$ cat config.mk
export PLATFORM = sky130hd
export DESIGN_NAME = comp_pwm_driver
export DESIGN_NICKNAME = d
export VERILOG_FILES = /design/src/rtl/comp_pkg.sv /design/src/rtl/comp_pwm_tick.sv /design/src/rtl/comp_pwm_driver.sv
export SDC_FILE = /design/constraint.sdc
export NUM_CORES = 1
export LEC_CHECK = 0
export ABC_AREA = 1
export BUFFER_PORTS_ARGS = -buffer_cell sky130_fd_sc_hd__buf_4
export CELL_PAD_IN_SITES_DETAIL_PLACEMENT = 1
export CELL_PAD_IN_SITES_GLOBAL_PLACEMENT = 1
export CORE_AREA = 3 3 120 122
export DETAILED_ROUTE_END_ITERATION = 8
export DIE_AREA = 0 0 123 125
export PLACE_DENSITY_LB_ADDON = 0.2
export SLEW_MARGIN = 20
export SYNTH_ARGS = -nofsm -noshare
export SYNTH_HDL_FRONTEND = slang
export SYNTH_SLANG_ARGS = --single-unit
$ cat constraint.sdc
create_clock -name clk -period 3.4 [get_ports clk]
set_input_delay 0.68 -clock clk [delete_from_list [all_inputs] [get_ports clk]]
set_output_delay 0.68 -clock clk [all_outputs]
set_load 0.01 [all_outputs]
$ cat src/rtl/comp_pkg.sv
// ---------------------------------------------------------------------------
// comp_pkg
//   Shared definitions for the compressor PWM driver.
//   - State encoding (ST_OFF / ST_RUN / ST_LOCKOUT) and the matching enum
//     used by the driver FSM.
//   - PWM_MAX   : highest level (100 % duty).
//   - PCNT_LAST : last value of the 15-step PWM phase counter.
//   - step_toward(): moves a level one LSB toward a target.
// ---------------------------------------------------------------------------
package comp_pkg;

    localparam logic [1:0] ST_OFF     = 2'd0;
    localparam logic [1:0] ST_RUN     = 2'd1;
    localparam logic [1:0] ST_LOCKOUT = 2'd2;

    typedef enum logic [1:0] {
        S_OFF     = ST_OFF,
        S_RUN     = ST_RUN,
        S_LOCKOUT = ST_LOCKOUT
    } comp_state_e;

    localparam logic [3:0] PWM_MAX   = 4'd15;
    localparam logic [3:0] PCNT_LAST = 4'd14;

    // One slew step: +1 or -1 toward tgt, never past PWM_MAX or below 0.
    function automatic logic [3:0] step_toward(input logic [3:0] cur,
                                               input logic [3:0] tgt);
        logic [3:0] nxt;
        nxt = cur;
        if ((cur < tgt) && (cur != PWM_MAX)) begin
            nxt = cur + 4'd1;
        end else if (cur > tgt) begin
            nxt = cur - 4'd1;
        end
        return nxt;
    endfunction

endpackage

$ cat src/rtl/comp_pwm_tick.sv
// ---------------------------------------------------------------------------
// comp_pwm_tick
//   PWM timebase. A prescaler divides clk by TICK_DIV to produce a one-clock
//   tick; a phase counter (pcnt) advances on every tick through 0..14 and
//   wraps, so one PWM period is 15 ticks. period_end marks the tick on which
//   pcnt is at its last value, i.e. the final clock of a PWM period.
//
// Ports
//   clk         in   1  system clock
//   resetn      in   1  asynchronous, active-low reset
//   tick        out  1  one-clock pulse every TICK_DIV clocks
//   pcnt        out  4  PWM phase, 0..14
//   period_end  out  1  tick && pcnt == 14
// ---------------------------------------------------------------------------
module comp_pwm_tick
    import comp_pkg::*;
#(
    parameter int TICK_DIV = 3125
) (
    input  logic       clk,
    input  logic       resetn,
    output logic       tick,
    output logic [3:0] pcnt,
    output logic       period_end
);

    // With TICK_DIV == 1 the prescaler collapses to a constant-zero flop and
    // tick is permanently high.
    localparam int PW = (TICK_DIV > 1) ? $clog2(TICK_DIV) : 1;
    localparam logic [PW-1:0] PRESC_LAST = PW'(TICK_DIV - 1);
    localparam logic [PW-1:0] PRESC_ONE  = PW'(1);

    logic [PW-1:0] presc;

    // Prescaler: counts 0..TICK_DIV-1 and restarts.
    always_ff @(posedge clk or negedge resetn) begin
        if (!resetn) begin
            presc <= '0;
        end else if (presc == PRESC_LAST) begin
            presc <= '0;
        end else begin
            presc <= presc + PRESC_ONE;
        end
    end

    assign tick = (presc == PRESC_LAST);

    // PWM phase counter: advances once per tick and wraps 14 -> 0.
    always_ff @(posedge clk or negedge resetn) begin
        if (!resetn) begin
            pcnt <= 4'd0;
        end else if (tick) begin
            if (pcnt == PCNT_LAST) begin
                pcnt <= 4'd0;
            end else begin
                pcnt <= pcnt + 4'd1;
            end
        end
    end

    assign period_end = tick && (pcnt == PCNT_LAST);

endmodule

$ cat src/rtl/comp_pwm_driver.sv
// ---------------------------------------------------------------------------
// comp_pwm_driver
//   Turns the 4-bit compressor level requested by firmware into a glitch-free
//   PWM gate. Level changes are slew-limited (one LSB every RAMP_PERIODS PWM
//   periods), the compressor is held at level >= 1 for MIN_ON_PERIODS after a
//   start, and after a stop, a fault or a reset it is locked off for
//   MIN_OFF_PERIODS periods. An external fault forces the gate low at once.
//
// Ports
//   clk            in   1  system clock
//   resetn         in   1  asynchronous, active-low reset
//   level_in       in   4  requested level, 0 = off, 15 = full
//   fault          in   1  asynchronous fault, active high (synchronised here)
//   pwm_out        out  1  registered compressor gate
//   level_applied  out  4  level currently driving the PWM compare
//   state_o        out  2  0 = OFF, 1 = RUN, 2 = LOCKOUT
//   lockout        out  1  high while in LOCKOUT
// ---------------------------------------------------------------------------
module comp_pwm_driver
    import comp_pkg::*;
#(
    parameter int TICK_DIV        = 3125,
    parameter int RAMP_PERIODS    = 64,
    parameter int MIN_ON_PERIODS  = 1000,
    parameter int MIN_OFF_PERIODS = 1000,
    parameter int CNT_W           = 24
) (
    input  logic       clk,
    input  logic       resetn,
    input  logic [3:0] level_in,
    input  logic       fault,
    output logic       pwm_out,
    output logic [3:0] level_applied,
    output logic [1:0] state_o,
    output logic       lockout
);

    localparam logic [CNT_W-1:0] RAMP_LAST = CNT_W'(RAMP_PERIODS - 1);
    localparam logic [CNT_W-1:0] MIN_ON    = CNT_W'(MIN_ON_PERIODS);
    localparam logic [CNT_W-1:0] MIN_OFF   = CNT_W'(MIN_OFF_PERIODS);
    localparam logic [CNT_W-1:0] CNT_ONE   = CNT_W'(1);

    logic             fault_meta;
    logic             fault_s;
    logic             unused_tick;
    logic [3:0]       pcnt;
    logic             period_end;

    comp_state_e      state;
    comp_state_e      state_nx;

    logic [3:0]       target;
    logic [3:0]       level_nx;
    logic [CNT_W-1:0] ramp_q;
    logic [CNT_W-1:0] ramp_nx;
    logic [CNT_W-1:0] on_q;
    logic [CNT_W-1:0] on_nx;
    logic [CNT_W-1:0] off_q;
    logic [CNT_W-1:0] off_nx;
    logic             pwm_nx;

    // PWM timebase; the raw tick is not needed at this level.
    comp_pwm_tick #(
        .TICK_DIV (TICK_DIV)
    ) u_tick (
        .clk        (clk),
        .resetn     (resetn),
        .tick       (unused_tick),
        .pcnt       (pcnt),
        .period_end (period_end)
    );

    // Two-flop synchroniser for the asynchronous fault line.
    always_ff @(posedge clk or negedge resetn) begin
        if (!resetn) begin
            fault_meta <= 1'b0;
            fault_s    <= 1'b0;
        end else begin
            fault_meta <= fault;
            fault_s    <= fault_meta;
        end
    end

    // Datapath next-state: applied level and the ramp / min-on / min-off
    // counters. level_in only matters on period_end; a synchronised fault
    // overrides everything and keeps reloading the off counter while high.
    // While the min-on counter is still running the target is floored at 1,
    // so an early stop request cannot take the compressor below level 1.
    always_comb begin
        target   = level_in;
        level_nx = level_applied;
        ramp_nx  = ramp_q;
        on_nx    = on_q;
        off_nx   = off_q;

        if ((on_q != '0) && (level_in == 4'd0)) begin
            target = 4'd1;
        end

        if (fault_s) begin
            level_nx = 4'd0;
            ramp_nx  = '0;
            on_nx    = '0;
            off_nx   = MIN_OFF;
        end else if (period_end) begin
            case (state)
                S_OFF: begin
                    if (level_in != 4'd0) begin
                        level_nx = 4'd1;
                        ramp_nx  = '0;
                        on_nx    = MIN_ON;
                    end
                end
                S_RUN: begin
                    if (on_q != '0) begin
                        on_nx = on_q - CNT_ONE;
                    end
                    if (level_applied == target) begin
                        ramp_nx = '0;
                    end else if (ramp_q == RAMP_LAST) begin
                        level_nx = step_toward(level_applied, target);
                        ramp_nx  = '0;
                    end else begin
                        ramp_nx = ramp_q + CNT_ONE;
                    end
                    if (level_nx == 4'd0) begin
                        off_nx = MIN_OFF;
                    end
                end
                S_LOCKOUT: begin
                    level_nx = 4'd0;
                    ramp_nx  = '0;
                    on_nx    = '0;
                    if (off_q != '0) begin
                        off_nx = off_q - CNT_ONE;
                    end
                end
                default: begin
                    level_nx = 4'd0;
                    ramp_nx  = '0;
                    on_nx    = '0;
                    off_nx   = MIN_OFF;
                end
            endcase
        end
    end

    // Datapath registers. Reset arms the lockout with a full off count.
    always_ff @(posedge clk or negedge resetn) begin
        if (!resetn) begin
            level_applied <= 4'd0;
            ramp_q        <= '0;
            on_q          <= '0;
            off_q         <= MIN_OFF;
        end else begin
            level_applied <= level_nx;
            ramp_q        <= ramp_nx;
            on_q          <= on_nx;
            off_q         <= off_nx;
        end
    end

    // FSM state register; reset lands in LOCKOUT.
    always_ff @(posedge clk or negedge resetn) begin
        if (!resetn) begin
            state <= S_LOCKOUT;
        end else begin
            state <= state_nx;
        end
    end

    // FSM next-state. Only period_end moves the FSM, except a fault, which
    // forces LOCKOUT on the next clock. LOCKOUT leaves when the off counter
    // steps from 1 to 0.
    always_comb begin
        state_nx = state;
        if (fault_s) begin
            state_nx = S_LOCKOUT;
        end else if (period_end) begin
            case (state)
                S_OFF: begin
                    if (level_in != 4'd0) begin
                        state_nx = S_RUN;
                    end
                end
                S_RUN: begin
                    if (level_nx == 4'd0) begin
                        state_nx = S_LOCKOUT;
                    end
                end
                S_LOCKOUT: begin
                    if (off_q <= CNT_ONE) begin
                        state_nx = S_OFF;
                    end
                end
                default: begin
                    state_nx = S_LOCKOUT;
                end
            endcase
        end
    end

    // FSM outputs and the PWM compare. The gate only opens in RUN and is
    // suppressed combinationally by the synchronised fault, so the
    // registered output drops on the clock after fault_s rises.
    always_comb begin
        state_o = state;
        lockout = (state == S_LOCKOUT);
        pwm_nx  = (pcnt < level_applied) && (state == S_RUN) && !fault_s;
    end

    // Registered gate keeps pwm_out free of compare glitches.
    always_ff @(posedge clk or negedge resetn) begin
        if (!resetn) begin
            pwm_out <= 1'b0;
        end else begin
            pwm_out <= pwm_nx;
        end
    end

endmodule

## Yosys cells after proc, flatten, opt, wreduce, memory -nomap -nowiden

Cells that the tools add are included.

- Flip-flop bits (word level): 97
- Bits of input ports: 7
- Logic and storage cells: 89

- $add $sub $neg: 7
- $lt $le $gt $ge: 4
- Equal/unequal tests: 14
- Multiplexer cells: 36
- Reductions and logical operators: 18

Operator list:

| operator | number |
|---|---|
| 24-bit 2-to-1 mux | 13 |
| 24-bit one-hot mux with 2 select lines | 2 |
| 24-bit one-hot mux with 3 select lines | 1 |
| 4-bit 2-to-1 mux | 12 |
| 24-bit nonzero test | 2 |
| 24-bit by 1-bit subtractor with 24-bit output (second input constant) | 2 |
| 24-bit by 1-bit adder with 24-bit output (second input constant) | 1 |
| 24-bit by 6-bit == test with 1-bit output (second input constant) | 1 |
| 24-bit by 1-bit <= comparator with 1-bit output (second input constant) | 1 |
| 12-bit by 1-bit adder with 12-bit output (second input constant) | 1 |
| 12-bit == test (second input constant) | 1 |
| 4-bit logical NOT | 3 |
| 12-bit 2-to-1 mux | 1 |
| 3-bit inequality test (second input constant) | 4 |
| 2-bit 2-to-1 mux | 5 |
| 4-bit by 1-bit adder with 4-bit output (second input constant) | 2 |
| 4-bit less-than comparator | 2 |
| 4-bit one-hot mux with 2 select lines | 1 |
| 4-bit AND reduction | 2 |
| 3-bit by 1-bit inequality test with 1-bit output (second input constant) | 2 |
| 2-bit one-hot mux with 3 select lines | 1 |
| 1-bit logical AND | 5 |
| 4-bit == test | 1 |
| 4-bit == test (second input constant) | 1 |
| other kinds (12) | 12 |

## Depth between registers and ports, before layout

Gate-level depths: netlist (run 1).

- Depth in word-level cells: 19
- Mapped depth: 27
- Mapped depth without buffers: 27

## Modules after synthesis

A second synthesis (run 1) with hierarchy kept.

- Cell total of the unflattened synthesis: 868
- Area, all modules: 6,304.8 sq um

Modules (own cells, without submodules):

| module | instances | cells an instance | area each (sq um) |
|---|---|---|---|
| comp_pwm_driver | 1 | 732 | 5,318.9 |
| comp_pwm_tick | 1 | 136 | 985.9 |

## Worst setup path before layout (run 1)

No wires, ideal clock.

- Path kind: reg-to-reg
- Start point: reg on_q[0]
- End point: reg off_q[7]
- Setup time: 79 ps
- Data arrival time: 3,024 ps
- Data required time: 3,321 ps
- Slack: 298 ps
- Cell stages (with the launch flop): 24
- Buffers on the path: 1
- Cell sequence: dfrtp_1 inv_1 ha_1 nand2_1 nor2_1 nand2_1 nor2_1 nand4_1 nor2_1 o21ai_0 ha_1 nand4_1 inv_1 nor3_2 nand3_1 nand2_1 nand2_1 nor2_1 nand3_1 nand2_1 nand2_1 buf_2 o21ai_1 nand2_1

- Cells in the longest elaborated chain, start to end: 14

Ends and longest elaborated chain:

| item | RTL line | RTL |
|---|---|---|
| from (decl) | comp_pwm_driver.sv:56 | `logic [CNT_W-1:0] on_q;` |
| from (signal assigned) | comp_pwm_driver.sv:158 | `on_q <= on_nx;` |
| 24-bit nonzero test (*) | comp_pwm_driver.sv:96 | `if ((on_q != '0) && (level_in == 4'd0)) begin` |
| 1-bit logical AND (*) | comp_pwm_driver.sv:96 |  |
| 4-bit 2-to-1 mux (*) | comp_pwm_driver.sv:96 |  |
| 4-bit greater-than comparator / 4-bit less-than comparator (equally long branches) | comp_pkg.sv:32, comp_pkg.sv:30 |  |
| 4-bit 2-to-1 mux / 1-bit logical AND (equally long branches) | comp_pkg.sv:32, comp_pkg.sv:30 |  |
| 4-bit 2-to-1 mux | comp_pkg.sv:30 | `if ((cur < tgt) && (cur != PWM_MAX)) begin` |
| 4-bit 2-to-1 mux | comp_pwm_driver.sv:120 | `end else if (ramp_q == RAMP_LAST) begin` |
| 4-bit 2-to-1 mux (*) | comp_pwm_driver.sv:118 | `if (level_applied == target) begin` |
| 4-bit 2-to-1 mux (*) | comp_pwm_driver.sv:106 | `case (state)` |
| 4-bit 2-to-1 mux (*) | comp_pwm_driver.sv:105 | `end else if (period_end) begin` |
| 4-bit 2-to-1 mux (*) | comp_pwm_driver.sv:100 | `if (fault_s) begin` |
| 4-bit logical NOT (*) | comp_pwm_driver.sv:126 | `if (level_nx == 4'd0) begin` |
| 3-bit inequality test (no line) (*) | -- |  |
| 4-bit AND reduction (no line) (*) | -- |  |
| to (signal assigned) | comp_pwm_driver.sv:159 | `off_q <= off_nx;` |
| to (decl) | comp_pwm_driver.sv:58 | `logic [CNT_W-1:0] off_q;` |

Mark *: on every way between the ends. The rest lies on a longest branch, timed or not. The select of a mux whose other input is x is not followed.
A chain may end at the register's enable or synchronous reset.

## Final worst setup path (run 1)

- Start point: reg on_q[1]
- End point: reg off_q[21]

The elaborated chain is that of the path after synthesis.

==> flow_summary_export.csv, run 1 <==
group,metric,value,unit
setup_path,reg2reg_slack,0.09,ns
finish,drive_gt1_share,12.93,%
finish,fin_nets,883,
logic_synthesis,synth_ff_type,"dfrtp_1",
finish,area_delta_synth_final,16.31,%
global_route,overflow,0,
setup_path,cp_slowest_cell,"dfrtp_1",
timing,worstMarginPinSlew,0.7412,ns
cts,clock_latency,0.35,ns
pwr,pwr-share-seq,40.7,%
run_status,status,"finished clean",
floorplan,start_util,45.29,%
timing,drv_slew,0,
setup_path,crit_family,"simple AND/OR/NAND/NOR gates",
routing,drc,0,
setup_path,critPathMostFrequentCell,"nand2_2",
pwr,power.density,466.2,nW/um^2
logic_synthesis,synth_area_leaders,"dfrtp_1, nand2_1, nor2_1",
timing,setup_viol_count_final,0,
logic_synthesis,ys_ff_latch,97,
floorplan,dieWidth,123,um
pwr,swShare,30.46,%
timing,finalCritPeriodShare,97.28,%
logic_synthesis,yosysMostFrequentCell,"nand2_1",
cts,ctsLongestPathBuffers,2,
logic_synthesis,synth_cell_types,48,
floorplan,coreArea,13300,sq um
global_route,antenna_found_initial,0,
routing,vias,5611,
cts,root_buffer,"clkbuf_16",
cts,clkSinkCount,97,
routing,drtAntennaViolNets,0,
global_route,grt_use_total,22.29,%
timing,fin_crit,3.308,ns
setup_path,r2r-start,"on_q[1]$_DFFE_PN0P_",
place,gp_congestion,0.8828,
timing,fmaxAchievable,302.3,MHz
pwr,power_frac_comb,20.8,%
setup_path,crit_fanout,6,
logic_synthesis,yosysWarnings,0,
setup_path,timing.rr.end,"off_q[21]$_DFFE_PN0P_",
setup_path,criticalPathCategory,"reg -> reg",
cts,cts_tree,"done",
global_route,grt_max_degree,55,
logic_synthesis,syn-num-nets,851,
routing,viasPerCell,5.385,
logic_synthesis,ys_seq_area_share,40.45,%
cts,clkTransAtPathRegs,0.07,ns
timing,slew_headroom,50.13,%
logic_synthesis,synth_top_area_share,37.40,%
pwr,switchingPower,0.9945,mW
cts,htree_num_levels,3,
logic_synthesis,avgSynthCellArea,7.264,sq um
pwr,clockPowerShare,38.5,%
floorplan,die_h,125,um
setup_path,cpPeakStageDelay,0.41,ns
logic_synthesis,synth_area,6022,sq um
pwr,p_leak,3.324,nW
place,dp_slack,-0.1265,ns
job,drv_cap,0,
min_path,worstHoldPathType,"in -> async",
global_route,grt_first_pass_wirelength,28210,um
logic_synthesis,synth-edff-count,0,
setup_path,crit_buf_inv,2,
global_route,grt_pass1_vias,5969,
routing,wl_per_cell,15.96,um
place,post-dp-hpwl,11960,um
timing,hold_viol_final,0,
place,portBuffers,14,
pwr,p_int,2.271,mW
floorplan,num_rows,42,
setup_path,worst_setup_path_start_kind,"flip-flop",
routing,firstDrtPassIters,4,
setup_path,required,3.62,ns
routing,drtIter0Drc,206,
logic_synthesis,synthArstFlopShare,100.0,%
pwr,vdd_drop_max,0.2161,mV
setup_path,cp_data_arrival_time,3.53,ns
cts,numCtsBuffers,9,
logic_synthesis,netlist_instances,829,
routing,drt_wl_total,16630,um
floorplan,io_pins,15,
timing,setup_tns,0,ns
logic_synthesis,synth_top_cell_by_area,"dfrtp_1",
setup_path,reg2reg_depth,25,
timing,holdWs,0.3211,ns
timing,fin_skew,0.006479,ns
finish,diodes,0,
setup_path,crit_path_end_kind,"flip-flop",
timing,fin_ws,0.09232,ns
logic_synthesis,synth_common_cells,"nand2_1, nor2_1, inv_1",
floorplan,dieArea,15380,sq um
[cells by family (layout without fill, tap and decap cells)]
family | count (synthesis) | in the layout | synth area share [%]
simple gates | 446 | 446 | 33.41
compound gates | 117 | 117 | 10.83
buf+inv | 127 | 164 | 8.269
xor+xnor | 27 | 27 | 3.927
fa+ha+maj | 15 | 15 | 3.117
flops | 97 | 97 | 40.45
[sequential cells by signal, indices dropped and copies added, names as in the netlist]
name / count
off_q: 24
on_q: 24
ramp_q: 24
u_tick.presc: 12
level_applied: 4
u_tick.pcnt: 4
state_o: 2
fault_meta: 1
fault_s: 1
pwm_out: 1
[what timing repair did]
| item | 4_1_cts | 5_1_grt |
|---|---|---|
| cloned | 0 | 3 |
| endpoints found under the hold margin | 0 | 0 |
| setup buffers | 1 | 7 |
| resized for setup | 12 | 41 |
| hold buffers | 0 | 0 |
| endpoints found under the setup margin | 28 | 29 |
| pin swaps | 1 | 13 |
[stage by stage]
stage	cells	utilization, %	power [mW]	area [sq um]
2_1_floorplan	829	-	1.749	6022
3_3_place_gp	1015	47.84	1.921	6360
3_5_place_dp	1015	47.84	1.953	6360
4_1_cts	1032	50.84	3.240	6759
5_1_grt	1042	52.68	3.448	7004
6_report	1042	52.68	3.265	7004
[worst register-to-register path, cell delays in order (launching register included)]
cell and delay, ns:
dfrtp_1 0.41, inv_2 0.08, ha_4 0.15, nand2_4 0.07, nor2_4 0.09, nand2_2 0.07, nor2_4 0.12, nand4_1 0.16
nor2_2 0.22, o21ai_2 0.07, ha_1 0.18, o21bai_1 0.14, nand2_1 0.13, nand2_2 0.14, nand3_2 0.08, nand2_2 0.08
nand3_1 0.06, nand2_1 0.08, nand2_2 0.07, nor2_4 0.10, nand3_2 0.11, nand2_4 0.10, nand2_8 0.09, clkbuf_16 0.18
nand2_1 0.08, o21ai_0 0.12
[how the worst max path moves through the flow]
stage                              from               endpoint  slack [ns]  cells past startpoint
floorplan           on_q[0]$_DFFE_PN0P_   off_q[7]$_DFFE_PN1P_        0.30                     23
global placement    on_q[0]$_DFFE_PN0P_   off_q[3]$_DFFE_PN1P_        0.09                     23
detailed placement  on_q[0]$_DFFE_PN0P_  off_q[22]$_DFFE_PN0P_       -0.13                     22
CTS                 on_q[0]$_DFFE_PN0P_   off_q[9]$_DFFE_PN1P_        0.01                     23
global route        on_q[7]$_DFFE_PN0P_  off_q[21]$_DFFE_PN0P_       -0.18                     24
finish              on_q[1]$_DFFE_PN0P_  off_q[21]$_DFFE_PN0P_        0.09                     25
[power by group through the flow]
stage | Clock (mW) | Sequential (mW) | Combinational, mW
2_1_floorplan | 0 | 1.32 | 0.424
3_3_place_gp | 0 | 1.35 | 0.576
3_5_place_dp | 0 | 1.35 | 0.603
4_1_cts | 1.28 | 1.33 | 0.627
5_1_grt | 1.33 | 1.34 | 0.775
6_report | 1.26 | 1.33 | 0.679
[per-layer routing]
layer | GRT usage, % | vias up | part of all wire [%]
li1 | - | 2764 | -
met1 | 27.29 | 2761 | 44
met2 | 39.85 | 54 | 52
met3 | 2.800 | 32 | 1.7
met4 | 7.948 | 0 | 2.3
met5 | 0 | - | 0
[layout by cell type, fill, tap and decap left out, types with 6 or more instances in the layout]
cell,netlist,final
xor2_1,20,20
or2_2,6,6
ha_1,15,14
nor4_1,11,11
inv_1,111,107
nand3_1,50,48
nand2_2,1,6
nor3_1,27,26
clkbuf_16,0,11
xnor2_1,7,7
o21ai_0,54,44
nand2_1,181,173
dfrtp_1,90,90
a21oi_1,37,36
dfstp_2,7,7
nor2_1,125,120
o21a_1,6,6
buf_4,0,27
nor2_4,3,7
o21ai_1,1,8
nor2_2,5,6
nand4_1,20,20
[area by class of cell]
class | count | area [sq um]
clock inverter | 7 | 141.4
timing repair buffer | 34 | 335.3
clock buffer | 9 | 225.2
tap | 176 | 220.2
sequential | 97 | 2436
inverter | 114 | 432.9
fill | 1695 | 6291
multi-input combinational | 605 | 3213
Note: power is estimated with default switching activity, not from simulation.
==> inputs of run 2 (changes only) <==
--- a/config.mk
+++ b/config.mk
@@ -12,7 +12,8 @@
 export CORE_AREA = 3 3 120 122
 export DETAILED_ROUTE_END_ITERATION = 8
 export DIE_AREA = 0 0 123 125
-export PLACE_DENSITY_LB_ADDON = 0.2
+export GPL_TIMING_DRIVEN = 0
+export PLACE_DENSITY = 0.83
 export SLEW_MARGIN = 20
 export SYNTH_ARGS = -nofsm -noshare
 export SYNTH_HDL_FRONTEND = slang
==> constraint.sdc (replaced) <==
create_clock -name clk -period 3.25 [get_ports clk]
set_input_delay 0.65 -clock clk [delete_from_list [all_inputs] [get_ports clk]]
set_output_delay 0.65 -clock clk [all_outputs]
set_load 0.01 [all_outputs]
==> run 2 against run 1 <==
Net effect: the flow now finishes with violations (setup timing); die area stayed put; cell area rose by 1.3%; sequential power grew 5%; fmax is 0.59% higher; cell count increased by 1.5%; power decreased by 0.74%; clock-buffer cell count rose by 1; combinational power up 11%; critical endpoint is now off_q[7]$_DFFE_PN1P_.
==> flow_summary_export.csv, run 2 (same netlist as run 1, synthesis figures left out) <==
group,metric,value,unit
setup_path,crit_fanout,8,
routing,viasPerCell,5.502,
cts,clkTransAtPathRegs,0.07,ns
place,gp_congestion,0.8876,
routing,vias,5821,
finish,fillCellCount,1712,
pwr,switchingPower,1.079,mW
timing,hold_viol_final,0,
global_route,grt_max_degree,98,
timing,setup_tns,-0.09470,ns
setup_path,crit_path_end_kind,"flip-flop",
routing,drc,0,
timing,fin_crit,3.288,ns
pwr,vdd_drop_max,0.3543,mV
timing,finalCritPeriodShare,101.2,%
timing,drv_slew,0,
finish,diodes,0,
floorplan,coreArea,13300,sq um
global_route,grt_pass1_vias,6200,
finish,drive_gt1_share,17.23,%
setup_path,cp_data_arrival_time,3.57,ns
pwr,swShare,33.30,%
routing,firstDrtPassIters,4,
finish,instances_no_fill,1058,
finish,final_util,53.36,%
cts,cts_hold_buffers,0,
pwr,p_int,2.162,mW
floorplan,start_util,45.29,%
place,dp_slack,-0.8561,ns
finish,fin_nets,899,
pwr,power.density,456.8,nW/um^2
timing,setup_viol_count_final,10,
routing,drtAntennaViolNets,0,
setup_path,cp_slowest_cell,"dfrtp_1",
setup_path,crit_chain,"inv_2, ha_4, nand2_4, nor2_4, nand2_4, nor2_4, nand4_1, nor2_4, o21ai_2, ha_1, o21bai_1, nand2_1, nand2_2, buf_4, nand3_2, nand3_2, nand2_2, nor2_2, nand3_2, nand2_4, nand2_8, buf_6, o21ai_2, nand2_1",
global_route,antenna_found_initial,0,
finish,layout_commonest_cell,"nand2_1",
pwr,pwr-share-seq,42.9,%
place,post-dp-hpwl,12000,um
timing,slew_headroom,38.74,%
global_route,grt_use_total,23.08,%
floorplan,dieWidth,123,um
cts,clkSinkCount,97,
routing,drt_wl_total,17860,um
setup_path,worst_setup_path_start_kind,"flip-flop",
pwr,p_leak,3.350,nW
finish,area_delta_synth_final,17.81,%
timing,worstMarginPinSlew,0.9189,ns
setup_path,criticalPathCategory,"reg -> reg",
floorplan,num_rows,42,
finish,final_cell_mix,"nand2_1, nor2_1, inv_1",
cts,root_buffer,"clkbuf_16",
timing,fmaxAchievable,304.1,MHz
floorplan,die_h,125,um
floorplan,io_pins,15,
min_path,worstHoldPathType,"reg -> reg",
pwr,p_total,3.241,mW
cts,cts_tree,"done",
place,dp.cells,1019,
cts,numCtsBuffers,9,
setup_path,cpPeakStageDelay,0.40,ns
global_route,grt_first_pass_wirelength,29270,um
place,placed_cell_area,6351,sq um
timing,fin_ws,-0.03837,ns
routing,wl_per_cell,16.88,um
cts,ctsLongestPathBuffers,2,
pwr,power_frac_comb,23.3,%
job,drv_cap,0,
cts,clock_latency,0.36,ns
floorplan,dieArea,15380,sq um
place,portBuffers,14,
cts,htree_num_levels,3,
finish,finalInstanceArea,7094,sq um
timing,rsz0062_at_grt,"yes",
timing,fin_skew,0.009568,ns
finish,largest_registers,"off_q (24), on_q (24), ramp_q (24)",
setup_path,required,3.53,ns
routing,drtIter0Drc,316,
timing,holdWs,0.3614,ns
global_route,overflow,0,
run_status,status,"finished, violations left",
run_status,violations,"setup timing",
pwr,clockPowerShare,33.7,%
-- run 2: worst max-delay path, delay by kind of cell (launching register included) --
family          cells  cell delay (ns)
buf+inv             3             0.37
fa+ha+maj           2             0.35
flops               1             0.40
compound gates      3             0.37
simple gates       16             1.72
-- run 2: area by class of cell --
cell class                      count  area (sq um)  share of cell area [%]
Sequential cell                    97          2436                   34.34
Inverter                          114         432.9                   6.102
Buffer                             13         92.59                   1.305
Multi-Input combinational cell    605          3319                   46.79
Clock buffer                       10         229.0                   3.228
Clock inverter                      6         67.56                  0.9524
Timing Repair Buffer               37         296.5                   4.180
Tap cell                          176         220.2                   3.104
-- run 2: timing repair --
item                                    4_1_cts  5_1_grt
resized for setup                            53       47
cloned                                        2        0
pin swaps                                    10       25
endpoints found under the setup margin       53       45
buffers inserted                             11       10
-- run 2: final timing paths --
check / from / to / slack [ns] / cells past startpoint
min reg2reg: fault_meta$_DFF_PN0_ / fault_s$_DFF_PN0_ / 0.36 / 0
min: fault_meta$_DFF_PN0_ / fault_s$_DFF_PN0_ / 0.36 / 0
max in group asynchronous: resetn / u_tick.presc[10]$_DFF_PN0_ / 2.23 / 1
max: on_q[0]$_DFFE_PN0P_ / off_q[7]$_DFFE_PN1P_ / -0.04 / 24
max reg2reg: on_q[0]$_DFFE_PN0P_ / off_q[7]$_DFFE_PN1P_ / -0.04 / 24
min in group asynchronous: resetn / ramp_q[13]$_DFFE_PN0P_ / 0.38 / 1
-- run 2: power groups by stage --
stage	Sequential, mW	Clock [mW]	Combinational [mW]
CTS	1.39	1.12	0.712
finish	1.39	1.09	0.756
global route	1.40	1.16	0.845
floorplan	1.39	0	0.444
detailed placement	1.41	0	0.629
global placement	1.41	0	0.595
-- run 2: per-layer routing --
layer / track usage, % / wire, um
met3: 4.697 / 366
met5: 0 / 0
met2: 41.07 / 9549
met4: 6.645 / 378
met1: 27.98 / 7560
==> inputs of run 3 (changes only) <==
--- a/config.mk
+++ b/config.mk
@@ -7,13 +7,13 @@
 export LEC_CHECK = 0
 export ABC_AREA = 1
 export BUFFER_PORTS_ARGS = -buffer_cell sky130_fd_sc_hd__buf_4
-export CELL_PAD_IN_SITES_DETAIL_PLACEMENT = 1
+export CELL_PAD_IN_SITES_DETAIL_PLACEMENT = 0
 export CELL_PAD_IN_SITES_GLOBAL_PLACEMENT = 1
 export CORE_AREA = 3 3 120 122
 export DETAILED_ROUTE_END_ITERATION = 8
 export DIE_AREA = 0 0 123 125
 export GPL_TIMING_DRIVEN = 0
-export PLACE_DENSITY = 0.83
+export PLACE_DENSITY_LB_ADDON = 0.25
 export SLEW_MARGIN = 20
 export SYNTH_ARGS = -nofsm -noshare
 export SYNTH_HDL_FRONTEND = slang
==> run 3 against run 2 <==
Net effect: the run now ends clean; routed wire length fell by 17%; register-to-register slack better by 0.08 ns; global-route usage fell by 3.1 points; largest cell class unchanged; highest routed layer unchanged.
==> flow_summary_export.csv, run 3 (same netlist as run 1, synthesis figures left out) <==
group,metric,value,unit
floorplan,die_h,125,um
timing,fin_skew,0.004338,ns
cts,clkSinkCount,97,
finish,area_delta_synth_final,18.35,%
timing,fin_ws,0.03763,ns
cts,numCtsBuffers,9,
place,portBuffers,14,
finish,finalInstanceArea,7127,sq um
finish,fin_nets,899,
routing,drt_wl_total,14770,um
floorplan,dieArea,15380,sq um
timing,fmaxAchievable,311.3,MHz
finish,drive_gt1_share,16.78,%
place,gp_congestion,0.8713,
finish,fillCellCount,1311,
setup_path,required,3.48,ns
timing,hold_viol_final,0,
cts,root_buffer,"clkbuf_16",
run_status,status,"finished clean",
floorplan,dieWidth,123,um
setup_path,crit_path_end_kind,"flip-flop",
timing,slew_headroom,39.11,%
pwr,vdd_drop_max,0.2150,mV
routing,viasPerCell,5.242,
routing,drtIter0Drc,412,
routing,drc,0,
floorplan,start_util,45.29,%
cts,ctsLongestPathBuffers,2,
min_path,worstHoldPathType,"reg -> reg",
routing,vias,5546,
global_route,grt_first_pass_wirelength,25320,um
job,drv_cap,0,
global_route,grt_use_total,20.02,%
setup_path,cp_data_arrival_time,3.45,ns
finish,largest_registers,"off_q (24), on_q (24), ramp_q (24)",
timing,setup_tns,0,ns
cts,cts_tree,"done",
place,post-dp-hpwl,10180,um
pwr,power.density,461.4,nW/um^2
floorplan,num_rows,42,
place,dp_slack,-0.7220,ns
finish,layout_commonest_cell,"nand2_1",
timing,fin_crit,3.212,ns
cts,clkTransAtPathRegs,0.07,ns
routing,wl_per_cell,13.96,um
global_route,grt_max_degree,98,
timing,setup_viol_count_final,0,
floorplan,io_pins,15,
pwr,p_leak,3.367,nW
timing,worstMarginPinSlew,0.9133,ns
timing,finalCritPeriodShare,98.84,%
floorplan,coreArea,13300,sq um
timing,drv_slew,0,
timing,rsz0062_at_grt,"yes",
cts,htree_num_levels,3,
global_route,overflow,0,
place,placed_cell_area,6351,sq um
global_route,antenna_found_initial,0,
cts,clock_latency,0.35,ns
finish,final_cell_mix,"nand2_1, nor2_1, inv_1",
routing,drtAntennaViolNets,0,
setup_path,worst_setup_path_start_kind,"flip-flop",
setup_path,crit_fanout,5,
setup_path,criticalPathCategory,"reg -> reg",
timing,holdWs,0.3535,ns
global_route,grt_pass1_vias,5420,
finish,diodes,0,
routing,firstDrtPassIters,5,
==> run 3: cell types whose count changed in the layout (fill, tap and decap cells not counted), moves of 2 or more <==
cell	before	now
clkinv_4	1	3
o21ai_1	13	18
nand3_2	8	5
o21ai_0	36	34
nand3_4	0	3
o21ai_2	6	4
clkinvlp_4	2	0
==> run 3: area by class of cell <==
class / count / area (sq um) / share of cell area (%)
repair buffers: 36 / 285.3 / 4.003
multi-input cells: 606 / 3326 / 46.66
clock inverters: 6 / 91.34 / 1.282
flip-flops and latches: 97 / 2437 / 34.20
inverters: 114 / 435.4 / 6.110
clock buffers: 10 / 239.0 / 3.353
plain buffers: 13 / 92.59 / 1.299
well taps: 176 / 220.2 / 3.090
==> run 3: worst max-delay path: stages (launching register included) <==
cell and delay (ns):
dfrtp_1 0.39, inv_2 0.09, ha_4 0.15, nand2_4 0.06, nor2_4 0.08, nand2_2 0.07
nor2_2 0.11, nand4_1 0.17, nor2_4 0.19, o21ai_2 0.07, ha_1 0.27, nand4_1 0.20
inv_2 0.11, nor3_4 0.22, nand3_1 0.09, nand2_1 0.08, nand2_2 0.08, nor2_4 0.08
nand3_2 0.09, nand2_4 0.13, nand2_4 0.10, buf_6 0.15, nand2_1 0.05, o21ai_1 0.06
==> run 3: report_power, final <==
| group | internal [mW] | switching [mW] |
|---|---|---|
| logic | 0.254 | 0.458 |
| clock network | 0.699 | 0.492 |
| registers | 1.30 | 0.0865 |
| total | 2.25 | 1.04 |
==> run 3: through the flow <==
step                      total power [mW]  std cells  util, %
after floorplan                      1.830        829        -
after global placement               2.001       1019    47.74
after detailed placement             2.018       1019    47.77
after CTS                            3.284       1050    52.06
after global routing                 3.461       1058    53.60
final                                3.288       1058    53.60
==> run 3: metal layers <==
layer | vias to the layer above | global-route usage [%] | routed length [um]
met5 | - | 0 | 0
met4 | 0 | 6.384 | 221
met3 | 21 | 2.665 | 375
met2 | 69 | 34.00 | 7382
met1 | 2665 | 26.35 | 6787
li1 | 2791 | - | -
==> run 3: timing repair <==
item | 4_1_cts | 5_1_grt
hold buffers | 0 | 0
endpoints found under the setup margin | 52 | 33
pin swaps | 19 | 23
cloned | 4 | 0
resized for setup | 57 | 42
buffers inserted | 11 | 9
==> run 3: path summary, 6_finish.rpt <==
path                                      start                endpoint  slack, ns  depth (start not counted)
setup / recovery            on_q[0]$_DFFE_PN0P_    off_q[4]$_DFFE_PN0P_       0.04                         23
hold / removal             fault_meta$_DFF_PN0_       fault_s$_DFF_PN0_       0.35                          0
setup reg to reg            on_q[0]$_DFFE_PN0P_    off_q[4]$_DFFE_PN0P_       0.04                         23
hold reg to reg            fault_meta$_DFF_PN0_       fault_s$_DFF_PN0_       0.35                          0
max in group asynchronous                resetn     on_q[5]$_DFFE_PN0P_       2.20                          1
min in group asynchronous                resetn  ramp_q[11]$_DFFE_PN0P_       0.39                          1
